<file path="config.mk">
export PLATFORM = sky130hd
export DESIGN_NAME = uart_fifo_ctrl
export DESIGN_NICKNAME = d
export VERILOG_FILES = /design/src/rtl/uart_fifo_ctrl.sv
export SDC_FILE = /design/constraint.sdc
export NUM_CORES = 1
export LEC_CHECK = 0
export BUFFER_PORTS_ARGS = -buffer_cell sky130_fd_sc_hd__buf_2
export CAP_MARGIN = 20
export CORE_ASPECT_RATIO = 0.5
export CORE_MARGIN = 1.5
export CORE_UTILIZATION = 60
export CTS_CLUSTER_DIAMETER = 80
export DETAILED_ROUTE_END_ITERATION = 8
export PLACE_DENSITY_LB_ADDON = 0.12
export SLEW_MARGIN = 20
export SYNTH_ARGS = -nofsm -noshare
export SYNTH_HDL_FRONTEND = slang
export SYNTH_SLANG_ARGS = --single-unit
export TNS_END_PERCENT = 50
</file>
<file path="constraint.sdc">
create_clock -name clk_bus -period 3.81 [get_ports clk_bus]
set_input_delay 0.762 -clock clk_bus [delete_from_list [all_inputs] [get_ports clk_bus]]
set_output_delay 0.762 -clock clk_bus [all_outputs]
set_load 0.01 [all_outputs]
</file>
<file path="src/rtl/uart_fifo_ctrl.sv">
// Bus-attached UART with TX/RX FIFOs, runtime baud divisor, optional parity,
// sticky error flags and a level interrupt. Single clock domain (clk_bus).
module uart_fifo_ctrl #(
    parameter int DATA_BITS   = 8,
    parameter int FIFO_DEPTH  = 16,
    parameter int DEFAULT_DIV = 26
) (
    input  logic        clk_bus,
    input  logic        rst_n,
    input  logic [3:0]  bus_address,
    input  logic [31:0] bus_data_i,
    input  logic        bus_read,
    input  logic        bus_write,
    output logic [31:0] bus_data_o,
    output logic        txd,
    input  logic        rxd,
    output logic        irq
);
    localparam int AW = $clog2(FIFO_DEPTH);
    localparam int CW = AW + 1;
    localparam logic [CW-1:0] FULL_CNT = CW'(FIFO_DEPTH);
    localparam logic [2:0] LAST_BIT = 3'(DATA_BITS - 1);

    typedef enum logic [2:0] {TX_IDLE, TX_START, TX_DATA, TX_PAR, TX_STOP} tx_state_t;
    typedef enum logic [2:0] {RX_IDLE, RX_START, RX_DATA, RX_PAR, RX_STOP} rx_state_t;

    logic [15:0] div;
    logic        par_en, par_odd, ie_rx, ie_tx, ie_err;
    logic        rx_ovr, par_err, frm_err, tx_ovf;

    logic wr_ctrl, wr_send, wr_stat, rd_recv;
    assign wr_ctrl = bus_write && bus_address == 4'h0;
    assign wr_send = bus_write && bus_address == 4'h8;
    assign wr_stat = bus_write && bus_address == 4'hC;
    assign rd_recv = bus_read  && bus_address == 4'h4;

    logic unused_bits;
    assign unused_bits = ^bus_data_i[31:21];

    // ---------------- FIFOs ----------------
    logic [DATA_BITS-1:0] tx_mem [FIFO_DEPTH];
    logic [DATA_BITS-1:0] rx_mem [FIFO_DEPTH];
    logic [AW-1:0]        tx_wp, tx_rp, rx_wp, rx_rp;
    logic [CW-1:0]        tx_cnt, rx_cnt;
    logic                 tx_full, tx_empty, rx_full, rx_empty;
    logic                 tx_push, tx_pop, rx_push_ok, rx_pop;
    logic                 rx_push;
    logic [DATA_BITS-1:0] rx_sh, tx_head;

    assign tx_full    = tx_cnt == FULL_CNT;
    assign tx_empty   = tx_cnt == '0;
    assign rx_full    = rx_cnt == FULL_CNT;
    assign rx_empty   = rx_cnt == '0;
    assign tx_push    = wr_send && !tx_full;
    assign rx_push_ok = rx_push && !rx_full;
    assign rx_pop     = rd_recv && !rx_empty;
    assign tx_head    = tx_mem[tx_rp];

    always_ff @(posedge clk_bus) begin
        if (tx_push)    tx_mem[tx_wp] <= bus_data_i[DATA_BITS-1:0];
        if (rx_push_ok) rx_mem[rx_wp] <= rx_sh;
    end

    always_ff @(posedge clk_bus or negedge rst_n) begin
        if (!rst_n) begin
            tx_wp <= '0; tx_rp <= '0; tx_cnt <= '0;
            rx_wp <= '0; rx_rp <= '0; rx_cnt <= '0;
        end else begin
            if (tx_push)    tx_wp <= tx_wp + 1'b1;
            if (tx_pop)     tx_rp <= tx_rp + 1'b1;
            if (rx_push_ok) rx_wp <= rx_wp + 1'b1;
            if (rx_pop)     rx_rp <= rx_rp + 1'b1;
            case ({tx_push, tx_pop})
                2'b10:   tx_cnt <= tx_cnt + 1'b1;
                2'b01:   tx_cnt <= tx_cnt - 1'b1;
                default: ;
            endcase
            case ({rx_push_ok, rx_pop})
                2'b10:   rx_cnt <= rx_cnt + 1'b1;
                2'b01:   rx_cnt <= rx_cnt - 1'b1;
                default: ;
            endcase
        end
    end

    // ---------------- TX ----------------
    tx_state_t            tx_state;
    logic [DATA_BITS-1:0] tx_sh;
    logic [2:0]           tx_bit;
    logic [3:0]           tx_tk;
    logic [15:0]          tx_bcnt;
    logic                 tx_par, tx_tick, tx_idle;

    assign tx_tick = tx_bcnt == div;
    assign tx_idle = tx_empty && tx_state == TX_IDLE;
    // A frame starts immediately from idle, or on the last stop tick when more data waits.
    assign tx_pop  = !tx_empty && (tx_state == TX_IDLE ||
                     (tx_state == TX_STOP && tx_tick && tx_tk == 4'd15));

    always_ff @(posedge clk_bus or negedge rst_n) begin
        if (!rst_n)                 tx_bcnt <= '0;
        else if (wr_ctrl || tx_pop) tx_bcnt <= '0;
        else if (tx_tick)           tx_bcnt <= '0;
        else                        tx_bcnt <= tx_bcnt + 1'b1;
    end

    always_ff @(posedge clk_bus or negedge rst_n) begin
        if (!rst_n) begin
            tx_state <= TX_IDLE;
            tx_sh    <= '0;
            tx_bit   <= '0;
            tx_tk    <= '0;
            tx_par   <= 1'b0;
            txd      <= 1'b1;
        end else if (tx_pop) begin
            tx_state <= TX_START;
            tx_sh    <= tx_head;
            tx_par   <= (^tx_head) ^ par_odd;
            tx_tk    <= '0;
            txd      <= 1'b0;
        end else if (tx_tick && tx_state != TX_IDLE) begin
            if (tx_tk != 4'd15) begin
                tx_tk <= tx_tk + 1'b1;
            end else begin
                tx_tk <= '0;
                case (tx_state)
                    TX_START: begin
                        tx_state <= TX_DATA;
                        tx_bit   <= '0;
                        txd      <= tx_sh[0];
                        tx_sh    <= tx_sh >> 1;
                    end
                    TX_DATA: begin
                        if (tx_bit == LAST_BIT) begin
                            tx_state <= par_en ? TX_PAR : TX_STOP;
                            txd      <= par_en ? tx_par : 1'b1;
                        end else begin
                            tx_bit <= tx_bit + 1'b1;
                            txd    <= tx_sh[0];
                            tx_sh  <= tx_sh >> 1;
                        end
                    end
                    TX_PAR: begin
                        tx_state <= TX_STOP;
                        txd      <= 1'b1;
                    end
                    default: begin
                        tx_state <= TX_IDLE;
                        txd      <= 1'b1;
                    end
                endcase
            end
        end
    end

    // ---------------- RX ----------------
    rx_state_t   rx_state;
    logic        rx_s1, rx_s, rx_prev, rx_fall, rx_tick;
    logic [2:0]  rx_bit;
    logic [3:0]  rx_tk;
    logic [15:0] rx_bcnt;
    logic        rx_pbit, rx_perr, rx_ferr;

    assign rx_fall = rx_prev && !rx_s;
    assign rx_tick = rx_bcnt == div;

    always_ff @(posedge clk_bus or negedge rst_n) begin
        if (!rst_n) begin
            rx_s1 <= 1'b1; rx_s <= 1'b1; rx_prev <= 1'b1;
        end else begin
            rx_s1 <= rxd; rx_s <= rx_s1; rx_prev <= rx_s;
        end
    end

    always_ff @(posedge clk_bus or negedge rst_n) begin
        if (!rst_n)                                    rx_bcnt <= '0;
        else if (wr_ctrl || (rx_state == RX_IDLE && rx_fall)) rx_bcnt <= '0;
        else if (rx_tick)                              rx_bcnt <= '0;
        else                                           rx_bcnt <= rx_bcnt + 1'b1;
    end

    // The push is registered one cycle after the mid-stop sample.
    always_ff @(posedge clk_bus or negedge rst_n) begin
        if (!rst_n) begin
            rx_state <= RX_IDLE;
            rx_sh    <= '0;
            rx_bit   <= '0;
            rx_tk    <= '0;
            rx_pbit  <= 1'b0;
            rx_perr  <= 1'b0;
            rx_ferr  <= 1'b0;
            rx_push  <= 1'b0;
        end else begin
            rx_push <= 1'b0;
            case (rx_state)
                RX_IDLE: if (rx_fall) begin
                    rx_state <= RX_START;
                    rx_tk    <= '0;
                end
                RX_START: if (rx_tick) begin
                    if (rx_tk == 4'd7) begin
                        rx_tk    <= '0;
                        rx_bit   <= '0;
                        rx_state <= rx_s ? RX_IDLE : RX_DATA;
                    end else begin
                        rx_tk <= rx_tk + 1'b1;
                    end
                end
                default: if (rx_tick) begin
                    if (rx_tk != 4'd15) begin
                        rx_tk <= rx_tk + 1'b1;
                    end else begin
                        rx_tk <= '0;
                        case (rx_state)
                            RX_DATA: begin
                                rx_sh <= {rx_s, rx_sh[DATA_BITS-1:1]};
                                if (rx_bit == LAST_BIT) rx_state <= par_en ? RX_PAR : RX_STOP;
                                else                    rx_bit   <= rx_bit + 1'b1;
                            end
                            RX_PAR: begin
                                rx_pbit  <= rx_s;
                                rx_state <= RX_STOP;
                            end
                            default: begin
                                rx_push  <= 1'b1;
                                rx_ferr  <= !rx_s;
                                rx_perr  <= par_en && (rx_pbit != ((^rx_sh) ^ par_odd));
                                rx_state <= RX_IDLE;
                            end
                        endcase
                    end
                end
            endcase
        end
    end

    // ---------------- registers, flags, irq ----------------
    always_ff @(posedge clk_bus or negedge rst_n) begin
        if (!rst_n) begin
            div <= 16'(DEFAULT_DIV);
            {par_en, par_odd, ie_rx, ie_tx, ie_err} <= '0;
            {rx_ovr, par_err, frm_err, tx_ovf} <= '0;
            irq <= 1'b0;
        end else begin
            if (wr_ctrl) begin
                div     <= bus_data_i[15:0];
                par_en  <= bus_data_i[16];
                par_odd <= bus_data_i[17];
                ie_rx   <= bus_data_i[18];
                ie_tx   <= bus_data_i[19];
                ie_err  <= bus_data_i[20];
            end
            // Set has priority over write-one-to-clear.
            rx_ovr  <= (rx_ovr  && !(wr_stat && bus_data_i[2])) || (rx_push && rx_full);
            par_err <= (par_err && !(wr_stat && bus_data_i[3])) || (rx_push && rx_perr);
            frm_err <= (frm_err && !(wr_stat && bus_data_i[4])) || (rx_push && rx_ferr);
            tx_ovf  <= (tx_ovf  && !(wr_stat && bus_data_i[5])) || (wr_send && tx_full);
            irq     <= (ie_rx && !rx_empty) || (ie_tx && tx_idle) ||
                       (ie_err && (rx_ovr || par_err || frm_err || tx_ovf));
        end
    end

    always_comb begin
        bus_data_o = '0;
        if (bus_read) begin
            case (bus_address)
                4'h0: bus_data_o = {11'd0, ie_err, ie_tx, ie_rx, par_odd, par_en, div};
                4'h4: if (!rx_empty) bus_data_o[DATA_BITS-1:0] = rx_mem[rx_rp];
                4'hC: bus_data_o = {8'd0, 8'(tx_cnt), 8'(rx_cnt), 1'b0, tx_idle, tx_ovf,
                                    frm_err, par_err, rx_ovr, !rx_empty, !tx_full};
                default: ;
            endcase
        end
    end
endmodule
</file>
* After elaboration in Yosys (flattened, before gate mapping)
Memory sizes are Yosys's and may differ from the RTL's. Index checks and enable logic that the tools add are counted. Widths: inputs -> output; s select.
Word-level totals: ROM bits 0, memories 2, output and inout port bits 34, logic and storage cells 236, register bits 129, latch bits 0, input port bits 41, bits in writable memories 256
Operators by class: shift-type cells 0, eq/ne operators 36, bitwise operators 8, $add $sub $neg 14, muxes and demuxes 62, $mul 0, $lt $le $gt $ge 0, divide/modulo/power cells 0, reductions and logical operators 78
Memories:
- rx_mem | depth 16, width 8, rd ports 1, clocked after memory_dff 0, wr ports 1, RTL line 42 | logic [DATA_BITS-1:0] rx_mem [FIFO_DEPTH];
- tx_mem | depth 16, width 8, rd ports 1, clocked after memory_dff 0, wr ports 1, RTL line 41 | logic [DATA_BITS-1:0] tx_mem [FIFO_DEPTH];
Operators with widths (count):
- $mux 16 | 4
- $mux 3 | 18
- $mux 8 | 5
- $add 16x1->16 const B | 2
- $eq 16x16->1 | 2
- $mux 4 | 8
- $logic_and 1x1->1 | 30
- $pmux 13 s2 | 1
- $add 4x1->4 const B | 6
- $pmux 3 s2 | 4
- $pmux 8 s3 | 1
- $mux 21 | 1
- $pmux 5 s2 | 2
- $pmux 8 s2 | 1
- $reduce_and 4->1 | 4
- $reduce_xor 8->1 | 2
- $mux 1 | 13
- $eq 3x2->1 const B | 4
- $eq 4x4->1 const B | 3
- $logic_or 1x1->1 | 12
- $reduce_and 6->1 | 2
- $reduce_bool 2->1 | 6
- $add 5x1->5 const B | 2
- $eq 5x5->1 const B | 2
- other kinds (29) | 63

* Longest topological paths before layout
Gate-level depths: netlist (run 1).
word-level depth 7, depth in mapped cells 16, depth with buffers taken out 13

* Worst setup path before layout (run 1)
OpenSTA, ideal clock, no wires.
path kind reg2out, from reg rx_rp[0], to out bus_data_o[2], path buffers 3, cell stages (with the launch flop) 9, required time 3.048 ns, arrival 2.451 ns, slack 0.597 ns, cells stage by stage dfrtp_1 clkbuf_1 buf_2 buf_2 mux4_2 mux2i_1 a21oi_1 a222oi_1 nor2_1
Between the ends: cells in the longest elaborated chain, start to end 4
Ends and longest elaborated chain:
- from (decl) | RTL line 43 | logic [AW-1:0] tx_wp, tx_rp, rx_wp, rx_rp;
- from (signal assigned) | RTL line 72 | if (rx_pop) rx_rp <= rx_rp + 1'b1;
- $mem_v2 16x8
- $mux 8 | RTL line 268 | 4'h4: if (!rx_empty) bus_data_o[DATA_BITS-1:0] = rx_mem[rx_rp];
- $pmux 8 s3 | RTL line 266 | case (bus_address)
- $mux 21 | RTL line 265 | if (bus_read) begin
- to (decl) | RTL line 14 | output logic [31:0] bus_data_o,
No other way between the ends.

* Worst setup path after layout (run 1)
from reg rx_rp[0], to out bus_data_o[4]
Same word-level chain as after synthesis.

==> run summary, run 1 <==
Outcome = finished clean
# setup viols final = 0
Post-route minimum period = 3.636 ns
Startpoint Class = flop
Synthesized cell area = 16820 um2
GRT busiest layer = met2
Fin crit share = 95.43%
Port Buffers = 52
Final hold vios = 0
Warnings from Yosys = 0
HPWL after DPL = 22070 um
Most frequent cells in the layout = edfxtp_1 (256), dfrtp_1 (119), nor2_1 (87)
Register area share after synthesis = 64.96%
Commonest non-fill, non-tap cell in the layout = edfxtp_1
Vias per std cell = 5.915
Post-synthesis adder-cell area fraction = 1.979%
Routed length per instance = 21.21 um
WP buf/inv = 3
Mux cell area share after synthesis = 12.77%
Clock Skews = 0.01651 ns
Grt met1 use = 32.86%
Chip Width = 239.8 um
Num ports = 75
Peak supply drop = 326.7 uV
Fillcell total = 1872
Met3 usage = 4.618%
RSZ-0062 raised after global routing = no
Slew HR = 36.84%
ANT cells = 0
Share of post-route cells with drive strength above 1 = 19.48%
Hold_ws = 0.2520 ns
Clk buf depth = 3
Post-synth EDFFs = 256
Worst path required time = 3.05 ns
Synth Area in Compound Gates = 4.420%
Grt ovf = 0
Crit-path leading delay family = multiplexers
Post-synth ARST share = 33.51%
Row Count = 43
CP Max Fanout = 13
Core ar. = 27600 um2
Total vias in the final route = 9364
Max Cap Viol = 0
Max incr delay on CP = 0.51 ns
Max Clk Rate = 275.0 MHz
Flops & latches, synth = 385
Number of H-tree levels = 2
Synth Area in Simple Gates = 8.185%
Critical path type = reg2out
Most common flop cell mapped by yosys = edfxtp_1
Layout overhead on the synthesized area = 11.86%
Post-synthesis cell type count = 64
Gp weighted congestion = 0.8427
TritonRoute pass-1 iters = 5
Clk slew on worst S/H paths = 0.07 ns
Max Slew Vio Count = 0
Syn Area/Cell = 15.29 um2
TritonCTS Buffers = 36
CTS tree = yes
Die area = 29100 um2
Synth Area in XOR/XNOR = 5.179%
Initial Util = 60.93%
Gr usage total = 24.40%
Register area = 10930 um2
Lkg Pwr = 0.006859 uW
Root Driver = clkbuf_16
Hold-fix buffers at CTS = 0
Worst path slowest cell = mux4_2
P per Cell Area = 629.5 nW/um2
Setup TNS = 0 ns
Worst-Skew Late Latency = 0.53 ns
CP endpoint kind = output pin
Routed WL = 33580 um
Nets@finish = 1240
Largest family of logic cells by synthesized area = multiplexers
Routing usage on met2 = 41.11%
CP cell instances = buf_12 -> buf_4 -> mux4_2 -> mux2i_1 -> a21oi_1 -> a222oi_1 -> nor2_1 -> buf_2
Detail Route Antenna Nets = 0
Vias in the first global route = 9578
First-pass GRT wire length = 53250 um
Sinks on Clock Net = 385
WP data arrival = 2.87 ns
Syn Inst Count = 1100
Least-Margin Pin Slew = 0.9438 ns
Hold Crit Class = in2async
Drt initial violations = 725
Multi-input gate area = 5527 um2
Die height = 121.4 um
Largest net degree at the start of global routing = 77
Initial antenna violation count = 0
# DRC = 0
cell type report:
class | count | share of cell area, %
Tap cell | 382 | 2.541
Inverter | 21 | 0.4191
Multi-Input combinational cell | 644 | 29.38
Sequential cell | 385 | 58.10
Timing Repair Buffer | 85 | 2.933
Clock inverter | 18 | 0.9179
Clock buffer | 48 | 5.714
logic make-up after synthesis:
group	count (synthesis)
mux	120
xor+xnor	97
compound gates	106
fa+ha+maj	26
buf+inv	81
flops	385
simple gates	284
other cells	1
worst paths after layout:
check / start / end / slack [ns] / depth (start not counted)
setup / recovery: rx_rp[0]$_DFFE_PN0P_ / bus_data_o[4] / 0.17 / 8
hold / removal: rst_n / tx_sh[4]$_DFFE_PN0P_ / 0.25 / 1
setup reg to reg: div[3]$_DFFE_PN1P_ / tx_cnt[4]$_DFFE_PN0P_ / 0.60 / 13
hold reg to reg: rx_s1$_DFF_PN1_ / rx_s$_DFF_PN1_ / 0.36 / 0
max in group asynchronous: rst_n / div[4]$_DFFE_PN1P_ / 2.76 / 2
min in group clk_bus: rxd / rx_s1$_DFF_PN1_ / 0.33 / 1
routing by layer:
layer	wire (um)	vias to the layer above	share of wire, %
li1	-	4283	-
met1	14530	4813	43
met2	16640	216	50
met3	1653	52	4.9
met4	758	0	2.3
met5	0	-	0
state kept, by name, summed over array words and instances (netlist names), 3 cells and up:
signal    flops
rx_state      3
tx_cnt        5
tx_bcnt      16
rx_bcnt      16
tx_rp         4
tx_tk         4
tx_sh         8
tx_state      3
div          16
rx_cnt        5
rx_tk         4
rx_wp         4
tx_bit        3
rx_bit        3
tx_wp         4
rx_rp         4
tx_mem      128
rx_sh         8
rx_mem      128
metrics by stage:
step                      cell area, um2  total power (uW)  std cells  util [%]  setup slack (ns)
after floorplan                    16850              7460       1110         -            0.5970
after global placement             17550              8084       1516     63.60            0.5367
after detailed placement           17550              8171       1516     63.60            0.5259
after CTS                          18810             11940       1583     68.15           0.03326
after global routing               18810             12410       1583     68.15           0.01542
final                              18810             11840       1583     68.15            0.1741
synth_stat cells, drive strengths merged, types with 9 or more instances:
cell type / number / area share (%)
a22oi: 16 / 0.71
nand2: 56 / 1.2
and3: 16 / 0.60
nor2b: 21 / 0.78
nor2: 87 / 1.9
mux2: 39 / 2.6
nor4: 14 / 0.56
clkbuf: 27 / 0.60
nand4: 9 / 0.33
a21oi: 20 / 0.60
dfrtp: 122 / 18
inv: 21 / 0.47
ha: 25 / 1.9
edfxtp: 256 / 46
nand3: 38 / 1.1
buf: 33 / 1.4
o21ai: 25 / 0.77
nor3: 15 / 0.45
mux2i: 12 / 0.71
xnor2: 36 / 1.9
xor2: 60 / 3.1
nand2b: 12 / 0.45
mux4: 69 / 9.4
what timing repair did:
item / in CTS / in global routing
pin swaps: 0 / 0
gates resized for setup: 0 / 1
buffers inserted: 1 / 0
endpoints found under the setup margin: 3 / 2
endpoints found under the hold margin: 0 / 0
power breakdown:
group | total, uW | internal, uW | switching [uW] | leakage, uW
clock network | 3740 | 2150 | 1590 | 0.000600
logic | 2770 | 1450 | 1320 | 0.00246
registers | 5330 | 4760 | 569 | 0.00380
No activity file was read; power rests on OpenSTA's default activity.
==> run 2, diff against run 1 <==
Settings changed: CORE_ASPECT_RATIO 0.5 to not set.
==> run 2 against run 1 <==
Clock skew is 0.0017 ns lower. Count of clock-buffer cells in the layout is 1 lower. First-iteration DRC count is 0.28% lower. Core utilization is 0.058 points higher. Clock power is 1% lower. Combinational power is 3% lower. Worst setup slack better by 0.019 ns. Fmax is 0.54% higher. Flip-flop and latch count stayed put. Cell count is 0.82% higher. Global-route usage is 0.21 points higher. Die area is 0.21% lower. Critical path type unchanged. Critical endpoint is now bus_data_o[0]. Largest cell class unchanged.
==> run summary, run 2 (synthesis gave the netlist of run 1 again) <==
Die height = 170.4 um
Worst path required time = 3.05 ns
Number of H-tree levels = 2
First-pass GRT wire length = 53570 um
Routed length per instance = 21.17 um
Worst-Skew Late Latency = 0.52 ns
Largest net degree at the start of global routing = 73
Hold Crit Class = in2async
WP buf/inv = 3
Total vias in the final route = 9367
Initial Util = 60.70%
P per Cell Area = 621.8 nW/um2
CTS tree = yes
CP Max Fanout = 8
Lkg Pwr = 0.006920 uW
Non-filler cells, final = 1596
# DRC = 0
Max Clk Rate = 276.5 MHz
Peak supply drop = 449.5 uV
Worst r2r path cells = 13
Startpoint Class = flop
Nets@finish = 1255
Gr usage total = 24.61%
Grt ovf = 0
Drt initial violations = 723
Core ar. = 27710 um2
Max incr delay on CP = 0.49 ns
Max Slew Vio Count = 0
Worst R2R End = rx_cnt[4]$_DFFE_PN0P_
Clock Skews = 0.01479 ns
Initial antenna violation count = 0
Critical path type = reg2out
Row Count = 61
RSZ-0062 raised after global routing = no
Hold_ws = 0.2406 ns
Root Driver = clkbuf_16
Flop2flop setup slack = 0.54 ns
Share of post-route cells with drive strength above 1 = 19.95%
Cell area after layout = 18900 um2
Port Buffers = 52
Most frequent cells in the layout = edfxtp_1 (256), dfrtp_1 (118), nor2_1 (87)
WP data arrival = 2.85 ns
Clk slew on worst S/H paths = 0.06 ns
ANT cells = 0
RR Startpoint = rx_cnt[0]$_DFFE_PN0P_
CP cell instances = buf_12 -> buf_4 -> mux4_2 -> nor2b_1 -> a211oi_1 -> a21oi_1 -> a222oi_1 -> nor2_1 -> buf_2
Worst path slowest cell = mux4_2
Fin crit share = 94.92%
Layout overhead on the synthesized area = 12.38%
# setup viols final = 0
TritonRoute pass-1 iters = 5
Vias in the first global route = 9480
Chip Width = 170.4 um
Commonest non-fill, non-tap cell in the layout = edfxtp_1
CP endpoint kind = output pin
Post-placement cell count = 1522
Least-Margin Pin Slew = 0.9244 ns
Outcome = finished clean
Die area = 29040 um2
Detail Route Antenna Nets = 0
HPWL after DPL = 22240 um
Routed WL = 33790 um
Clk buf depth = 3
Vias per std cell = 5.869
TritonCTS Buffers = 40
Final hold vios = 0
Max Cap Viol = 0
Placed Area = 17610 um2
Slew HR = 38.24%
Sinks on Clock Net = 385
Num ports = 75
Largest registers = rx_mem (128), tx_mem (128)
Setup TNS = 0 ns
Gp weighted congestion = 0.8162
Critical path launch point = rx_rp[0]$_DFFE_PN0P_
Post-route minimum period = 3.617 ns
Crit-path leading delay family = compound AO/OA/AOI/OAI gates
## run 2: per-layer routing
metal | vias to the layer above | routed length [um] | part of all wire [%] | GRT usage (%)
met5 | - | 0 | 0 | 0
met2 | 231 | 16700 | 49 | 40.98
met3 | 47 | 1758 | 5.2 | 4.256
met1 | 4785 | 14610 | 43 | 33.82
li1 | 4304 | - | - | -
met4 | 0 | 719 | 2.1 | 6.733
## run 2: stage by stage
stage	setup slack, ns	utilization, %	power [uW]
6_report	0.1935	68.21	11750
5_1_grt	0.08336	68.21	12340
4_1_cts	0.0006146	68.07	11810
3_5_place_dp	0.5226	63.57	8105
3_3_place_gp	0.5286	63.57	8036
2_1_floorplan	0.5970	-	7460
## run 2: layout make-up
type,count,area [um2]
Clock buffer,47,1049
Clock inverter,25,193.9
Fill cell,1917,8807
Inverter,21,78.83
Multi-Input combinational cell,644,5538
Sequential cell,385,10930
Tap cell,378,473.0
Timing Repair Buffer,96,634.4
## run 2: worst max path at each step
stage	to	slack [ns]	cells after the start
after floorplan	bus_data_o[2]	0.60	8
after global placement	rx_cnt[4]$_DFFE_PN0P_	0.53	13
after detailed placement	rx_cnt[4]$_DFFE_PN0P_	0.52	13
after CTS	bus_data_o[3]	0.0006	7
after global routing	bus_data_o[0]	0.08	9
final	bus_data_o[0]	0.19	9
## run 2: power breakdown
group | leakage (uW) | switching, uW | internal, uW
clock network | 0.000604 | 1520 | 2170
registers | 0.00380 | 601 | 4770
logic | 0.00252 | 1240 | 1450
total | 0.00692 | 3370 | 8380
## run 2: worst reg2reg max path, delay by kind of cell (launching register included)
kind / cells / cell delay, ns
simple gates: 5 / 1.47
fa+ha+maj: 2 / 0.48
flops: 1 / 0.44
compound gates: 2 / 0.31
xor+xnor: 2 / 0.28
buf+inv: 2 / 0.18
## run 2: repair_timing
item / CTS / global route
setup endpoints to repair: 1 / 6
setup buffers: 0 / 2
pin swaps: 0 / 0
resized for setup: 1 / 5
hold buffers: 0 / 0
gates cloned: 0 / 0
